--- src/rtl/cpu_core_if.sv ---
// Board-side bus of cpu_core: program-memory fetch, push buttons, LED outputs and cycle counter.
// master = CPU side, slave = memory/board side.
interface cpu_core_if #(
   parameter int COUNTER_WIDTH = 24
);
   logic [3:0]               btn;
   logic [7:0]               dout;
   logic [3:0]               pc;
   logic [3:0]               led;
   logic [7:0]               col;
   logic [7:0]               row;
   logic [COUNTER_WIDTH-1:0] counter;

   modport master (
      input  btn, dout,
      output pc, led, col, row, counter
   );

   modport slave (
      output btn, dout,
      input  pc, led, col, row, counter
   );
endinterface

--- src/rtl/cpu_core.sv ---
// Single-cycle 8-bit CPU: 4-bit PC, 16-word external program, eight 8-bit registers, LED I/O.
// Optional DEBUG_REGS_EN macro exposes the register file on a debug_regs port.
module cpu_core #(
   parameter int COUNTER_WIDTH = 24
) (
   input  logic        clk,
   input  logic        reset,
   cpu_core_if.master  bus
`ifdef DEBUG_REGS_EN
   ,
   output logic [7:0]  debug_regs [8]
`endif
);
   logic [3:0]               pc_reg;
   logic [7:0]               regs_reg [8];
   logic                     z_reg;
   logic                     c_reg;
   logic [COUNTER_WIDTH-1:0] counter_reg;

   logic [3:0] op;
   logic [3:0] imm;
   logic [2:0] rsel;
   logic [7:0] acc;
   logic [7:0] src;
   logic [8:0] res9;
   logic       wr_en;
   logic [2:0] wr_addr;
   logic [7:0] wr_data;
   logic       flag_we;
   logic [3:0] pc_next;

   assign op   = bus.dout[7:4];
   assign imm  = bus.dout[3:0];
   assign rsel = bus.dout[2:0];
   assign acc  = regs_reg[0];
   assign src  = regs_reg[rsel];

   // res9[8] is the carry/borrow; logic ops leave it zero, which clears C.
   always_comb begin
      wr_en   = 1'b0;
      wr_addr = 3'd0;
      wr_data = 8'h00;
      flag_we = 1'b0;
      res9    = 9'h000;
      pc_next = pc_reg + 4'd1;
      case (op)
         4'h0: begin wr_en = 1'b1; wr_data = {4'h0, imm}; end
         4'h1: begin wr_en = 1'b1; wr_data = {imm, acc[3:0]}; end
         4'h2: begin wr_en = 1'b1; wr_addr = rsel; wr_data = acc; end
         4'h3: begin wr_en = 1'b1; wr_data = src; end
         4'h4: begin res9 = {1'b0, acc} + {1'b0, src}; wr_en = 1'b1; flag_we = 1'b1; end
         4'h5: begin res9 = {1'b0, acc} - {1'b0, src}; wr_en = 1'b1; flag_we = 1'b1; end
         4'h6: begin res9 = {1'b0, acc & src}; wr_en = 1'b1; flag_we = 1'b1; end
         4'h7: begin res9 = {1'b0, acc | src}; wr_en = 1'b1; flag_we = 1'b1; end
         4'h8: begin res9 = {1'b0, acc ^ src}; wr_en = 1'b1; flag_we = 1'b1; end
         4'h9: begin res9 = {1'b0, src} + 9'd1; wr_en = 1'b1; wr_addr = rsel; flag_we = 1'b1; end
         4'hA: begin res9 = {1'b0, src} - 9'd1; wr_en = 1'b1; wr_addr = rsel; flag_we = 1'b1; end
         4'hB: pc_next = imm;
         4'hC: if (z_reg) pc_next = imm;
         4'hD: if (!c_reg) pc_next = imm;
         4'hE: begin wr_en = 1'b1; wr_data = {4'h0, bus.btn}; end
         default: ;
      endcase
      if (flag_we) wr_data = res9[7:0];
   end

   always_ff @(posedge clk or posedge reset) begin
      if (reset) begin
         pc_reg      <= 4'd0;
         z_reg       <= 1'b0;
         c_reg       <= 1'b0;
         counter_reg <= '0;
         for (int i = 0; i < 8; i++) regs_reg[i] <= 8'h00;
      end else begin
         pc_reg      <= pc_next;
         counter_reg <= counter_reg + 1'b1;
         if (wr_en) regs_reg[wr_addr] <= wr_data;
         if (flag_we) begin
            z_reg <= (res9[7:0] == 8'h00);
            c_reg <= res9[8];
         end
      end
   end

   assign bus.pc      = pc_reg;
   assign bus.led     = regs_reg[6][3:0];
   assign bus.col     = regs_reg[7];
   assign bus.row     = regs_reg[5];
   assign bus.counter = counter_reg;

`ifdef DEBUG_REGS_EN
   assign debug_regs = regs_reg;
`endif
endmodule

--- src/flat_wrapper.sv ---
// flat-port wrapper written by rule: the top's interface ports become plain ports
module cpu_core_flat 
#(
   parameter int COUNTER_WIDTH = 24
)
  (clk, reset, bus_btn, bus_dout, bus_pc, bus_led, bus_col, bus_row, bus_counter);
  cpu_core_if #(.COUNTER_WIDTH(COUNTER_WIDTH)) bus_i ();
  input  logic clk;
  input  logic reset;
  input wire logic [$bits(bus_i.btn)-1:0] bus_btn;
  input wire logic [$bits(bus_i.dout)-1:0] bus_dout;
  output wire logic [$bits(bus_i.pc)-1:0] bus_pc;
  output wire logic [$bits(bus_i.led)-1:0] bus_led;
  output wire logic [$bits(bus_i.col)-1:0] bus_col;
  output wire logic [$bits(bus_i.row)-1:0] bus_row;
  output wire logic [$bits(bus_i.counter)-1:0] bus_counter;
  assign bus_i.btn = bus_btn;
  assign bus_i.dout = bus_dout;
  assign bus_pc = bus_i.pc;
  assign bus_led = bus_i.led;
  assign bus_col = bus_i.col;
  assign bus_row = bus_i.row;
  assign bus_counter = bus_i.counter;
  cpu_core #(.COUNTER_WIDTH(COUNTER_WIDTH)) u_core (.clk(clk), .reset(reset), .bus(bus_i));
endmodule
--- config.mk ---
export PLATFORM = sky130hd
export DESIGN_NAME = cpu_core_flat
export DESIGN_NICKNAME = d
export VERILOG_FILES = /design/src/rtl/cpu_core_if.sv /design/src/rtl/cpu_core.sv /design/src/flat_wrapper.sv
export SDC_FILE = /design/constraint.sdc
export NUM_CORES = 1
export LEC_CHECK = 0
export BUFFER_PORTS_ARGS = -buffer_cell sky130_fd_sc_hd__buf_2
export CAP_MARGIN = 20
export CORE_ASPECT_RATIO = 0.5
export CORE_MARGIN = 3
export CORE_UTILIZATION = 50
export DETAILED_ROUTE_END_ITERATION = 8
export GPL_ROUTABILITY_DRIVEN = 1
export GPL_TIMING_DRIVEN = 0
export PLACE_DENSITY_LB_ADDON = 0.25
export SYNTH_ARGS = -nofsm -noshare
export SYNTH_HDL_FRONTEND = slang
export SYNTH_SLANG_ARGS = --single-unit
--- constraint.sdc ---
create_clock -name clk -period 3.9 [get_ports clk]
set_input_delay 0.585 -clock clk [delete_from_list [all_inputs] [get_ports clk]]
set_output_delay 0.585 -clock clk [all_outputs]
set_load 0.02 [all_outputs]
==> summary.txt, run 1 <==
Run status
  – Status: finished clean

Floorplanning
  – Die Area: 0.0135 mm^2
  – Num rows: 27
  – Die height: 83.7 um
  – Starting Density: 0.530
  – Core ar.: 0.0114 mm^2
  – Top-Level Pins: 62
  – Die width: 161 um

Synth
  – Synth area leader: dfrtp_1
  – Netlist Area Pre-Place: 0.00603 mm^2
  – Synth warn: 0
  – Seq/Total Area, Yosys: 0.390
  – Async set-reset flop share out of synthesis: 1.00
  – Post-synth top area share: 0.390
  – Distinct cells, synth: 61
  – EDFF count, synth: 0
  – Seq cells post-synth: 94
  – Post-synth net total: 687
  – Synth Instances: 633
  – Primary FF master, synth: dfrtp_1
  – Synth area leaders: dfrtp_1 39%, ha_1 7.9%, mux4_2 6.0%
  – Mean post-synth cell area: 9.53 um^2

Clock network
  – CTS tree: done
  – Clock sinks: 94
  – Clock Latency Late Sink: 0.34 ns
  – CTS Buf Count: 9
  – H-tree levels: 3
  – Worst-path clk slew: 0.07 ns
  – Clk buf depth: 2
  – CTS root buf: clkbuf_16

Global routing
  – First-pass GRT wire length: 25,500 um
  – Number of global-route vias before repair: 5,000
  – Overflow after GRT: 0
  – Initial antenna violation count: 0
  – Largest net degree at the start of global routing: 50
  – Overall routing resource usage: 0.232

Route
  – DRC Markers: 0
  – Pre-antenna DRT Iters: 5
  – WL/cell: 17.4 um
  – Starting DRT DRC Count: 367
  – Vias/cell: 5.72
  – DR vias: 5,011
  – Antenna violation net count after detailed routing: 0
  – Final wirelength: 15,300 um

Power and ir drop
  – Pwr dens: 675 mW/mm^2
  – Leakage: 3.31 nW
  – Worst vdd ir: 0.286 mV

Layout
  – Multi-input logic area: 0.00334 mm^2
  – Layout cells sized above 1: 0.225
  – Number of antenna diodes: 0
  – Register area: 0.00235 mm^2
  – Area Overhead vs Synth: 16.7%
  – Post-Layout Inst Area: 0.00703 mm^2
  – Max FFs per register: 36
  – Core Util, Final: 0.618
  – Fill cells: 973
  – Final net count: 767

STA
  – Final Slew Violations: 0
  – Slew at the pin closest to its max-slew limit: 0.873 ns
  – Relative slew slack: 0.414
  – Minimum clock period: 3.77 ns
  – Worst setup margin: 0.126 ns
  – Final Hold Viols: 0
  – Endpoints failing setup: 0
  – Layout Skew: 0.00883 ns
  – Peak Freq: 0.265 GHz
  – Setup TNS: 0 ns
  – Final period util: 0.968

Placement
  – Worst slack, placed: -1.21 ns
  – Port buffer count: 60
  – Placed Area: 0.00657 mm^2
  – GPL Wtd Cong: 0.908
  – HPWL after DPL: 11,300 um

Worst setup path
  – Crit path required time: 4.13 ns
  – CP endpoint kind: flip-flop
  – Critical Path Fanout Max: 10
  – Worst EP arrival: 4.00 ns
  – Crit Path Category: in -> reg
  – Worst setup SP type: input port

Worst hold path
  – Hold Path Class: in -> async

Flow run
  – Max cap viols: 0
## final timing paths
check | startpoint | to | slack [ns] | cells after the start
worst max-delay path | bus_dout[0] | u_core.z_reg | 0.13 | 14
worst min-delay path | reset | u_core.bus.counter[17] | 0.31 | 2
worst max register to register | u_core.acc[2] | u_core.z_reg | 0.17 | 12
worst min register to register | u_core.regs_reg[26] | u_core.regs_reg[26] | 0.49 | 2
max in group asynchronous | reset | u_core.regs_reg[32] | 2.94 | 3
min in group clk | u_core.regs_reg[26] | u_core.regs_reg[26] | 0.49 | 2
## power by group
group | switching, mW | internal [mW] | total, mW
Combinational | 1.29 | 1.04 | 2.33
Clock | 0.384 | 0.518 | 0.902
Sequential | 0.256 | 1.25 | 1.51
## critical path, stage by stage
cell       delay, ns
clkbuf_4        0.16
buf_12          0.15
buf_12          0.15
mux4_2          0.55
mux2i_4         0.24
ha_1            0.33
or3_4           0.42
a31oi_4         0.16
o21ai_1         0.10
nor4b_1         0.16
a2111oi_2       0.35
buf_4           0.20
a32oi_1         0.14
a2111oi_2       0.30
## layer usage
metal | wire length (um) | track usage | share of wire
met2 | 6960 | 0.376 | 0.46
met5 | 0 | 0 | 0
met3 | 1020 | 0.0535 | 0.067
met1 | 7050 | 0.320 | 0.46
met4 | 222 | 0.0531 | 0.015
## what timing repair did
item / in CTS / in global routing
pin swaps: 3 / 7
setup endpoints to repair: 44 / 25
setup buffers: 2 / 4
hold buffers: 0 / 0
cloned: 0 / 0
gates resized for setup: 15 / 13
## cell families after synthesis
logic type                 synth area share
AOI/OAI and AO/OA                     0.160
buffers and inverters                0.0685
and+or+nand+nor                       0.152
DFF                                   0.390
muxes                                0.0899
xor gates and xnor gates             0.0537
adders and majority gates            0.0855
## synthesized netlist by cell type (9+ instances only)
master     n
a21oi_1   69
buf_4     22
clkbuf_1  17
dfrtp_1   94
ha_1      38
inv_1     34
mux2_2     9
mux4_2    16
nand2_1   54
nand3_1   16
nor2_1    72
nor2b_1   10
o21ai_0   29
xnor2_1   26
xor2_1    11
## final cells by class
type | count | share of cell area
clock inverters | 5 | 0.00907
flip-flops and latches | 94 | 0.334
inverters | 34 | 0.0189
clock buffers | 10 | 0.0340
plain buffers | 48 | 0.0455
multi-input cells | 457 | 0.475
repair buffers | 69 | 0.0548
well taps | 159 | 0.0283
## metrics by stage
stage	std cells	hold slack, ns	power (mW)
after floorplan	633	0.445	3.14
after CTS	872	0.325	4.66
after global placement	852	0.458	3.60
after global routing	876	0.353	5.09
after detailed placement	855	0.473	3.69
final	876	0.314	4.75
## placed cells by master, fill, tap and decap left out, types with 26 or more instances in the layout
cell type	n
ha_1	38
a21oi_1	69
inv_1	32
nor2_1	72
o21ai_0	29
xnor2_1	26
buf_2	65
buf_4	29
dfrtp_1	94
nand2_1	53
Power figures use the tool's default switching activity.
==> run 2, diff against run 1 <==
--- a/config.mk
+++ b/config.mk
@@ -5,6 +5,7 @@
 export SDC_FILE = /design/constraint.sdc
 export NUM_CORES = 1
 export LEC_CHECK = 0
+export ABC_AREA = 1
 export BUFFER_PORTS_ARGS = -buffer_cell sky130_fd_sc_hd__buf_2
 export CAP_MARGIN = 20
 export CORE_ASPECT_RATIO = 0.5
==> run 2 against run 1 <==
  * Hold slack worse by 0.048 ns
  * Count of clock-buffer cells in the layout unchanged
  * Core utilization down 2.3 points
  * Final cell count up 27%
  * Sequential cell count unchanged
  * Clock skew up 0.00058 ns
==> summary.txt, run 2 <==
Clock network
  – H-tree levels: 3 (unchanged)
  – CTS root buf: clkbuf_16 (unchanged)
  – Post-CTS setup buffer count: 0 (was 2)
  – Clk buf depth: 2 (unchanged)
  – Worst-path clk slew: 0.06 ns (was 0.07 ns)
  – Clock Latency Late Sink: 0.35 ns (was 0.34 ns)
  – Clock sinks: 94 (unchanged)
  – CTS tree: done (unchanged)
  – Cts hold-fix bufs: 0 (unchanged)
  – Post-cts resize count: 0 (was 15)
  – CTS Buf Count: 9 (unchanged)

Flow run
  – Max cap viols: 0 (unchanged)

Worst setup path
  – Critical Path Fanout Max: 10 (unchanged)
  – R2R Path End: u_core.acc[7] (was u_core.z_reg)
  – Worst EP arrival: 3.73 ns (was 4.00 ns)
  – Setup slack, reg-to-reg: 0.66 ns (was 0.17 ns)
  – Crit path required time: 4.11 ns (was 4.13 ns)
  – Worst setup path startpoint: bus_dout[1] (was bus_dout[0])
  – Family with the most delay on the worst path: simple AND/OR/NAND/NOR gates (was compound AO/OA/AOI/OAI gates)
  – CP Capture Point: u_core.bus.row[2] (was u_core.z_reg)
  – CP endpoint kind: flip-flop (unchanged)
  – Worst setup SP type: input port (unchanged)
  – Worst-case reg-to-reg path depth: 18 (was 12)
  – Buffers & Inverters on Critical Path: 5 (was 4)
  – Crit-path cells: buf_2 -> clkbuf_1 -> o21ai_0 -> o211ai_1 -> nand2_1 -> inv_1 -> ha_1 -> inv_1 -> fa_1 -> inv_1 -> nand2_1 -> nand2_1 -> nor2_1 -> nor2_1 -> nand3_1 -> nand3b_2 -> nand2_1 -> o21ai_0 (was clkbuf_4 -> buf_12 -> buf_12 -> mux4_2 -> mux2i_4 -> ha_1 -> or3_4 -> a31oi_4 -> o21ai_1 -> nor4b_1 -> a2111oi_2 -> buf_4 -> a32oi_1 -> a2111oi_2)
  – Crit-path max cell delay: 0.46 ns (was 0.55 ns)
  – Crit Path Category: in -> reg (unchanged)
  – Critical-path top delay cell: clkbuf_1 (was mux4_2)
  – CP most frequent cell: nand2_1
  – FF-to-FF Start: u_core.acc[0] (was u_core.acc[2])
  – Instance count on the critical path: 18 (was 14)

STA
  – Layout Skew: 0.00941 ns (was 0.00883 ns)
  – RSZ-0062 raised after global routing: no
  – Final Slew Violations: 0 (unchanged)
  – Minimum clock period: 3.52 ns (was 3.77 ns)
  – Final period util: 0.904 (was 0.968)
  – Relative slew slack: 0.604 (was 0.414)
  – Endpoints failing setup: 0 (unchanged)
  – Slew at the pin closest to its max-slew limit: 0.594 ns (was 0.873 ns)
  – Final Hold Viols: 0 (unchanged)
  – WHS: 0.266 ns (was 0.314 ns)
  – Peak Freq: 0.284 GHz (was 0.265 GHz)
  – Setup TNS: 0 ns (unchanged)

Synth
  – Distinct cells, synth: 41 (was 61)
  – Count leader, synth: nand2_1 (was dfrtp_1)
  – Synth warn: 0 (unchanged)
  – Post-synth net total: 924 (was 687)
  – Synth Instances: 870 (was 633)
  – Seq/Total Area, Yosys: 0.365 (was 0.390)
  – Primary FF master, synth: dfrtp_1 (unchanged)
  – Commonest cells post-synth: 274 x nand2_1, 94 x dfrtp_1, 92 x inv_1 (was 94 x dfrtp_1, 72 x nor2_1, 69 x a21oi_1)
  – EDFF count, synth: 0 (unchanged)
  – Synth area leaders: dfrtp_1 36%, nand2_1 16%, ha_1 7.4% (was dfrtp_1 39%, ha_1 7.9%, mux4_2 6.0%)
  – Netlist Area Pre-Place: 0.00645 mm^2 (was 0.00603 mm^2)
  – Synth area leader: dfrtp_1 (unchanged)
  – Mean post-synth cell area: 7.41 um^2 (was 9.53 um^2)
  – Post-synth top area share: 0.365 (was 0.390)
  – Async set-reset flop share out of synthesis: 1.00 (unchanged)
  – Seq cells post-synth: 94 (unchanged)

Power and ir drop
  – Leakage: 4.05 nW (was 3.31 nW)
  – Switching Share: 0.432 (was 0.407)
  – Pwr dens: 563 mW/mm^2 (was 675 mW/mm^2)
  – Logic pwr share: 0.458 (was 0.492)
  – Worst vdd ir: 0.289 mV (was 0.286 mV)
  – Total power: 4.08 mW (was 4.75 mW)
  – NetSw: 1.76 mW (was 1.93 mW)
  – Register share of total power: 0.344 (was 0.318)
  – Share of power burned in the clock network: 0.198 (was 0.190)
  – Int Pwr: 2.32 mW (was 2.81 mW)

Global routing
  – Overall routing resource usage: 0.245 (was 0.232)
  – Overflow after GRT: 0 (unchanged)
  – Initial antenna violation count: 0 (unchanged)
  – First-pass GRT wire length: 28,500 um (was 25,500 um)
  – Largest net degree at the start of global routing: 62 (was 50)
  – Number of global-route vias before repair: 5,662 (was 5,000)

Route
  – Final wirelength: 16,900 um (was 15,300 um)
  – M1 WL: 8060 um (was 7050 um)
  – Starting DRT DRC Count: 438 (was 367)
  – Antenna violation net count after detailed routing: 0 (unchanged)
  – Vias/cell: 5.27 (was 5.72)
  – DR vias: 5,854 (was 5,011)
  – DRC Markers: 0 (unchanged)
  – Pre-antenna DRT Iters: 5 (unchanged)
  – DR WL met3: 1110 um (was 1020 um)
  – Metal2 WL: 7440 um (was 6960 um)
  – WL/cell: 15.2 um (was 17.4 um)
  – Top layer in use: met4 (unchanged)

Floorplanning
  – Die Area: 0.0144 mm^2 (was 0.0135 mm^2)
  – Die height: 86.3 um (was 83.7 um)
  – Core ar.: 0.0122 mm^2 (was 0.0114 mm^2)
  – Num rows: 28 (was 27)
  – Top-Level Pins: 62 (unchanged)
  – Starting Density: 0.529 (was 0.530)
  – Die width: 167 um (was 161 um)

Layout
  – Fill cells: 1,134 (was 973)
  – Max FFs per register: 36 (unchanged)
  – Most common cell after layout, fill and taps aside: nand2_1 (was dfrtp_1)
  – Final net count: 996 (was 767)
  – Number of antenna diodes: 0 (unchanged)
  – Layout Cells excl Fill: 1,111 (was 876)
  – Layout cells sized above 1: 0.161 (was 0.225)
  – Most frequent cells in the layout: 274 x nand2_1, 94 x dfrtp_1, 91 x inv_1, 73 x nor2_1, 67 x buf_2 (was 94 x dfrtp_1, 72 x nor2_1, 69 x a21oi_1, 65 x buf_2, 53 x nand2_1)
  – Area Overhead vs Synth: 12.5% (was 16.7%)

Placement
  – Placed cell count: 1,096 (was 855)
  – GPL Wtd Cong: 0.957 (was 0.908)
  – Port buffer count: 60 (unchanged)
  – HPWL after DPL: 13,000 um (was 11,300 um)

Worst hold path
  – Hold Path Class: in -> async (unchanged)

Run status
  – Status: finished clean (unchanged)
-- run 2: cell families (layout without fill, tap and decap cells) --
logic type                 after synthesis  count (layout)  share of synthesized area
adders and majority gates               40              40                     0.0799
xor gates and xnor gates                27              27                     0.0367
and+or+nand+nor                        443             443                      0.315
DFF                                     94              94                      0.365
AOI/OAI and AO/OA                      127             127                      0.107
buffers and inverters                  139             215                     0.0968
-- run 2: metal layers --
metal | up-vias | track usage
li1 | 2911 | -
met1 | 2734 | 0.337
met2 | 187 | 0.403
met3 | 22 | 0.0501
met4 | 0 | 0.0591
met5 | - | 0
-- run 2: through the flow --
stage	setup slack, ns	utilization	cell area, um^2
after floorplan	0.866	-	6450
after CTS	0.424	0.595	7250
after detailed placement	0.0662	0.573	6990
after global routing	0.0472	0.595	7250
after global placement	-0.285	0.571	6960
final	0.376	0.595	7250
-- run 2: cell type report --
| cell class | count | area, um^2 | share of cell area |
|---|---|---|---|
| plain buffers | 33 | 211 | 0.0292 |
| clock buffers | 10 | 229 | 0.0316 |
| clock inverters | 5 | 37.5 | 0.00518 |
| inverters | 106 | 415 | 0.0573 |
| multi-input cells | 637 | 3470 | 0.479 |
| flip-flops and latches | 94 | 2350 | 0.324 |
| well taps | 165 | 206 | 0.0285 |
| repair buffers | 61 | 328 | 0.0452 |
-- run 2: power groups by stage --
stage               Clock (mW)  Combinational [mW]  Sequential (mW)
finish                   0.807                1.87             1.41
floorplan                    0                1.40             1.38
global placement             0                1.78             1.41
CTS                      0.821                1.86             1.40
detailed placement           0                1.84             1.41
global route             0.864                2.14             1.43
-- run 2: how the worst min path moves through the flow --
| stage | to | cells past startpoint |
|---|---|---|
| floorplan | u_core.regs_reg[49] | 2 |
| detailed placement | u_core.bus.counter[23] | 1 |
| CTS | u_core.bus.col[0] | 2 |
| global placement | u_core.regs_reg[45] | 2 |
| finish | u_core.bus.counter[13] | 2 |
| global route | u_core.bus.counter[3] | 2 |
